`src/rtl/lsu_pkg.sv`:
```
// Shared size codes, FSM states and word width for the load/store unit.
// Included by both the lane aligner and the top-level controller.
package lsu_pkg;
  localparam int WORD_W = 32;

  localparam logic [1:0] SZ_BYTE = 2'd0;
  localparam logic [1:0] SZ_HALF = 2'd1;
  localparam logic [1:0] SZ_WORD = 2'd2;

  typedef enum logic [2:0] {
    IDLE,
    LOAD,
    STORE,
    RMW_RD,
    RMW_WR,
    RESP
  } state_t;
endpackage

```
`src/rtl/lsu_lane_align.sv`:
```
// Little-endian lane extract/extend for loads and lane merge for sub-word stores.
// Purely combinational; no latency and no flow control.
module lsu_lane_align
  import lsu_pkg::*;
(
  input  logic [WORD_W-1:0] i_rd_word,
  input  logic [1:0]        i_addr_lo,
  input  logic [1:0]        i_size,
  input  logic              i_unsigned,
  input  logic [WORD_W-1:0] i_wdata,
  output logic [WORD_W-1:0] o_load_data,
  output logic [WORD_W-1:0] o_merged_word
);

  function automatic logic [WORD_W-1:0] load_extend(
    input logic [WORD_W-1:0] word,
    input logic [1:0]        lo,
    input logic [1:0]        size,
    input logic              uns
  );
    logic [7:0]  b;
    logic [15:0] h;
    b = word[{lo, 3'b000} +: 8];
    h = word[{lo[1], 4'b0000} +: 16];
    case (size)
      SZ_BYTE: load_extend = {{24{~uns & b[7]}}, b};
      SZ_HALF: load_extend = {{16{~uns & h[15]}}, h};
      default: load_extend = word;
    endcase
  endfunction

  function automatic logic [WORD_W-1:0] store_merge(
    input logic [WORD_W-1:0] word,
    input logic [WORD_W-1:0] wdata,
    input logic [1:0]        lo,
    input logic [1:0]        size
  );
    store_merge = word;
    case (size)
      SZ_BYTE: store_merge[{lo, 3'b000} +: 8]     = wdata[7:0];
      SZ_HALF: store_merge[{lo[1], 4'b0000} +: 16] = wdata[15:0];
      default: store_merge = wdata;
    endcase
  endfunction

  assign o_load_data   = load_extend(i_rd_word, i_addr_lo, i_size, i_unsigned);
  assign o_merged_word = store_merge(i_rd_word, i_wdata, i_addr_lo, i_size);

endmodule

```
`src/rtl/load_store_unit.sv`:
```
// Byte/half/word load-store master for a word-addressed memory; sub-word stores use RMW.
// Response 1 (error), 2 (load/word store) or 3 (sub-word store) cycles after accept; no response back-pressure.
module load_store_unit
  import lsu_pkg::*;
#(
  parameter int MEM_WORDS = 256
) (
  input  logic        clk,
  input  logic        reset,
  input  logic        req_valid,
  output logic        req_ready,
  input  logic        req_write,
  input  logic [1:0]  req_size,
  input  logic        req_unsigned,
  input  logic [31:0] req_addr,
  input  logic [31:0] req_wdata,
  output logic        rsp_valid,
  output logic [31:0] rsp_rdata,
  output logic        rsp_error,
  output logic        memRead,
  output logic        memWrite,
  output logic [31:0] memAddress,
  output logic [31:0] memWriteData,
  input  logic [31:0] memReadData
);

  localparam logic [32:0] ADDR_LIMIT = 33'(MEM_WORDS) * 33'd4;

  state_t            r_state;
  logic [31:0]       r_addr;
  logic [1:0]        r_size;
  logic              r_unsigned;
  logic [WORD_W-1:0] r_wdata;
  logic              r_rsp_valid;
  logic              r_rsp_error;
  logic [WORD_W-1:0] r_rsp_rdata;

  logic              w_req_fire;
  logic              w_req_error;
  logic [WORD_W-1:0] w_load_data;
  logic [WORD_W-1:0] w_merged_word;

  assign w_req_fire  = req_valid && req_ready;
  assign w_req_error = (req_size == 2'd3)
                    || (req_size == SZ_HALF && req_addr[0])
                    || (req_size == SZ_WORD && req_addr[1:0] != 2'b00)
                    || ({1'b0, req_addr} >= ADDR_LIMIT);

  // Strobes are gated by reset so an in-flight access (including an RMW write) dies immediately.
  assign req_ready = !reset && (r_state == IDLE);
  assign memRead   = !reset && (r_state == LOAD  || r_state == RMW_RD);
  assign memWrite  = !reset && (r_state == STORE || r_state == RMW_WR);

  assign memAddress   = {2'b00, r_addr[31:2]};
  assign memWriteData = r_wdata;

  assign rsp_valid = r_rsp_valid;
  assign rsp_error = r_rsp_error;
  assign rsp_rdata = r_rsp_rdata;

  lsu_lane_align u_align (
    .i_rd_word     (memReadData),
    .i_addr_lo     (r_addr[1:0]),
    .i_size        (r_size),
    .i_unsigned    (r_unsigned),
    .i_wdata       (r_wdata),
    .o_load_data   (w_load_data),
    .o_merged_word (w_merged_word)
  );

  always_ff @(posedge clk) begin
    if (reset) begin
      r_state     <= IDLE;
      r_rsp_valid <= 1'b0;
      r_rsp_error <= 1'b0;
      r_rsp_rdata <= '0;
    end else begin
      r_rsp_valid <= 1'b0;
      r_rsp_error <= 1'b0;
      r_rsp_rdata <= '0;
      case (r_state)
        IDLE: begin
          if (w_req_fire) begin
            r_addr     <= req_addr;
            r_size     <= req_size;
            r_unsigned <= req_unsigned;
            r_wdata    <= req_wdata;
            if (w_req_error) begin
              r_state     <= RESP;
              r_rsp_valid <= 1'b1;
              r_rsp_error <= 1'b1;
            end else if (!req_write) begin
              r_state <= LOAD;
            end else if (req_size == SZ_WORD) begin
              r_state <= STORE;
            end else begin
              r_state <= RMW_RD;
            end
          end
        end
        LOAD: begin
          r_rsp_rdata <= w_load_data;
          r_rsp_valid <= 1'b1;
          r_state     <= RESP;
        end
        STORE: begin
          r_rsp_valid <= 1'b1;
          r_state     <= RESP;
        end
        RMW_RD: begin
          // r_wdata is reused to hold the merged word for the write cycle.
          r_wdata <= w_merged_word;
          r_state <= RMW_WR;
        end
        RMW_WR: begin
          r_rsp_valid <= 1'b1;
          r_state     <= RESP;
        end
        RESP:    r_state <= IDLE;
        default: r_state <= IDLE;
      endcase
    end
  end

endmodule

```
`config.mk`:
```
export PLATFORM = sky130hd
export DESIGN_NAME = load_store_unit
export DESIGN_NICKNAME = d
export VERILOG_FILES = /design/src/rtl/lsu_pkg.sv /design/src/rtl/lsu_lane_align.sv /design/src/rtl/load_store_unit.sv
export SDC_FILE = /design/constraint.sdc
export NUM_CORES = 1
export LEC_CHECK = 0
export CAP_MARGIN = 20
export CORE_MARGIN = 5
export CORE_UTILIZATION = 30
export CTS_CLUSTER_DIAMETER = 120
export CTS_CLUSTER_SIZE = 12
export DETAILED_ROUTE_END_ITERATION = 6
export PLACE_DENSITY = 0.7
export SYNTH_ARGS = -nofsm -noshare
export SYNTH_HDL_FRONTEND = slang
export SYNTH_HIERARCHICAL = 1
export SYNTH_SLANG_ARGS = --single-unit
```
`constraint.sdc`:
```
create_clock -name clk -period 3.95 [get_ports clk]
set_input_delay 0.79 -clock clk [delete_from_list [all_inputs] [get_ports clk]]
set_output_delay 0.79 -clock clk [all_outputs]
set_load 0.01 [all_outputs]
```
==> impl_metrics.tcl <==
set metrics [dict create \
    yosys.area_share.adder 0.0111 \
    detail-route-antenna-nets 0 \
    rsz0062_at_grt "no" \
    ios 204 \
    ff_latch_area_sq_mm 0.00275 \
    arrival_ns 2.24 \
    dr.pass1.iters 6 \
    port-buffer-count 201 \
    fin_crit_sh 0.767 \
    worst_setup_path_start_kind "input pin" \
    clockBufferDepth 2 \
    syn_area_sq_mm 0.00566 \
    finalSetupTns_ns 0 \
    grt-ovfl-total 0 \
    vias 4513 \
    synth_area_leaders "edfxtp_1 36%, dfxtp_1 13%, mux2_4 8.0%" \
    synth_compound_area_frac 0.134 \
    hold_viol 0 \
    synth_top_family_by_area "simple AND/OR/NAND/NOR gates" \
    insertion_delay_ns 0.36 \
    cts_tree "built" \
    vias_per_cell 4.88 \
    clock_skew_ns 0.0116 \
    cts_sinks 104 \
    tightest_slew_ns 0.896 \
    num_rows 50 \
    fmaxAchievable_ghz 0.330 \
    gp_congestion 0.840 \
    hold_path.class "reg2reg" \
    cp_max_fo 7 \
    yosys.area_share.simple 0.159 \
    drtIter0Drc 353 \
    pre_cts_ws_ns 0.925 \
    ir_drop_uv 201 \
    ys_seq_elements 104 \
    timing.final.crit_period_ns 3.03 \
    grt_antenna_before_repair 1 \
    finalWorstSetupSlack_ns 0.922 \
    hold_depth 2 \
    synthMuxAreaShare 0.125 \
    drc_errors 0 \
    crit_path_end_kind "output pin" \
    synth_top_cell_by_area "edfxtp_1" \
    clk_pin_slew_ns 0.07 \
    required_ns 3.16 \
    ctsHtreeMaxLevel 3 \
    leakage_nw 3.09 \
    nFillCells 1801 \
    synth.top_cell.area_share 0.355 \
    setup_viol 0 \
    synth_area_per_cell_sq_um 10.7 \
    cts_resized 0 \
    grt_pass1_wl_um 26200 \
    num_antenna_cells 0 \
    slew_viol_final 0 \
    dp_hpwl_um 13600 \
    relSlewSlack 0.398 \
    status "completed" \
    netlist_instances 527 \
    die_x_um 147 \
    layout.nets 794 \
    multi_input_area_sq_mm 0.00247 \
    area_growth_pct 40.4 \
    core_area_sq_mm 0.0186 \
    synth-xor-area-share 0.00309 \
    start_util 0.304 \
    synth_ff_type "edfxtp_1" \
    p_per_area_mw_per_mm2 353 \
    cts-root-buf "clkbuf_16" \
    grt_pass1_vias 4287 \
    grt_max_degree 39 \
    synth-edff-count 67 \
    grt_usage 0.158 \
    postCtsSetupBuffers 0 \
    reg2regPathDepth 7 \
    synth.most_common_cell "nand2_1" \
    ys_top_cells_by_count "89 x nand2_1, 67 x edfxtp_1, 37 x dfxtp_1, 34 x and2_1, 33 x buf_4" \
    cts_hold_buf 0 \
    fp.dieH_um 147 \
    crit_type "in2out" \
    synth-async-reset-ratio 0 \
    drive_above_1_share 0.120 \
    cts_buffers 9 \
    wl_per_cell_um 19.3 \
    synth_warnings 6 \
    yosysSeqAreaShare 0.486 \
    synth_cell_types 52 \
    drv_cap 0 \
    dieArea_sq_mm 0.0217 \
    wirelength_um 17900 \
    fin_total_pwr_w 0.00281 \
]
[layer usage]
layer | track usage | wire length (um) | share of wire | up-vias
met1 | 0.203 | 7630 | 0.43 | 2109
met3 | 0.0416 | 1310 | 0.073 | 18
met5 | 0 | 13 | 0.00073 | -
met4 | 0.0396 | 190 | 0.011 | 2
met2 | 0.265 | 8730 | 0.49 | 182
li1 | - | - | - | 2202
[power breakdown]
group | internal (W) | switching, W | leakage (nW) | total, W
registers | 0.00125 | 0.0000527 | 0.915 | 0.00130
clock network | 0.000432 | 0.000421 | 0.138 | 0.000853
logic | 0.000354 | 0.000301 | 2.04 | 0.000655
total | 0.00203 | 0.000775 | 3.09 | 0.00281
[worst paths after layout]
kind / slack [ns] / to / startpoint
setup / recovery: 0.92 / memWrite / reset
hold / removal: 0.68 / memWriteData[31]$_DFFE_PP_ / memWriteData[31]$_DFFE_PP_
setup reg to reg: 1.22 / memWriteData[2]$_DFFE_PP_ / r_addr[1]$_DFFE_PP_
hold reg to reg: 0.68 / memWriteData[31]$_DFFE_PP_ / memWriteData[31]$_DFFE_PP_
[metrics by stage]
step | instance area, sq um | hold WS (ns) | cells | util
6_report | 7950 | 0.680 | 925 | 0.426
5_1_grt | 7950 | 0.721 | 925 | 0.426
4_1_cts | 7930 | 0.688 | 924 | 0.425
3_5_place_dp | 7660 | 0.675 | 908 | 0.411
3_3_place_gp | 7660 | 0.656 | 908 | 0.411
2_1_floorplan | 5660 | 0.623 | 528 | -
[logic make-up (layout without fill, tap and decap cells)]
kind of cell / count (synthesis) / in the layout
and+or+nand+nor: 183 / 183
AOI/OAI and AO/OA: 102 / 102
xor gates and xnor gates: 2 / 2
other: 1 / 2
buffers and inverters: 78 / 241
DFF: 104 / 104
muxes: 52 / 52
adders and majority gates: 5 / 5
[area by class of cell]
cell class,count,area share
clock inverter,6,0.00504
inverter,13,0.00614
tap,234,0.0368
sequential,104,0.346
clock buffer,10,0.0288
multi-input combinational,346,0.310
timing repair buffer,212,0.267
[worst max-delay path, stage by stage]
cell and delay [ns]:
clkdlybuf4s50_1 0.55, nor3_1 0.30, clkdlybuf4s50_1 0.59
[registers in the layout, summed over array words and instances (netlist names)]
signal and count:
memWriteData 32, r_addr 32, rsp_error 1, r_unsigned 1
r_state 3, r_size 2, rsp_rdata 32, rsp_valid 1
[placed cells by master, fill, tap and decap left out, types with 3 or more instances in the layout]
| cell type | instances |
|---|---|
| nor3b_1 | 11 |
| a221o_1 | 6 |
| nor2_1 | 19 |
| nor3_1 | 3 |
| o21ai_0 | 11 |
| ha_1 | 5 |
| mux2_2 | 20 |
| a22oi_1 | 14 |
| and2_1 | 34 |
| a222oi_1 | 7 |
| clkdlybuf4s50_1 | 201 |
| buf_4 | 9 |
| nor2b_1 | 4 |
| a22o_1 | 15 |
| inv_1 | 12 |
| nor4_1 | 6 |
| o211ai_1 | 9 |
| clkbuf_16 | 9 |
| a21oi_1 | 12 |
| o21a_1 | 8 |
| nand2_1 | 89 |
| dfxtp_1 | 37 |
| a31oi_1 | 10 |
| mux2_4 | 30 |
| edfxtp_1 | 67 |
| nand2b_1 | 6 |
Note: power is estimated with default switching activity, not from simulation.
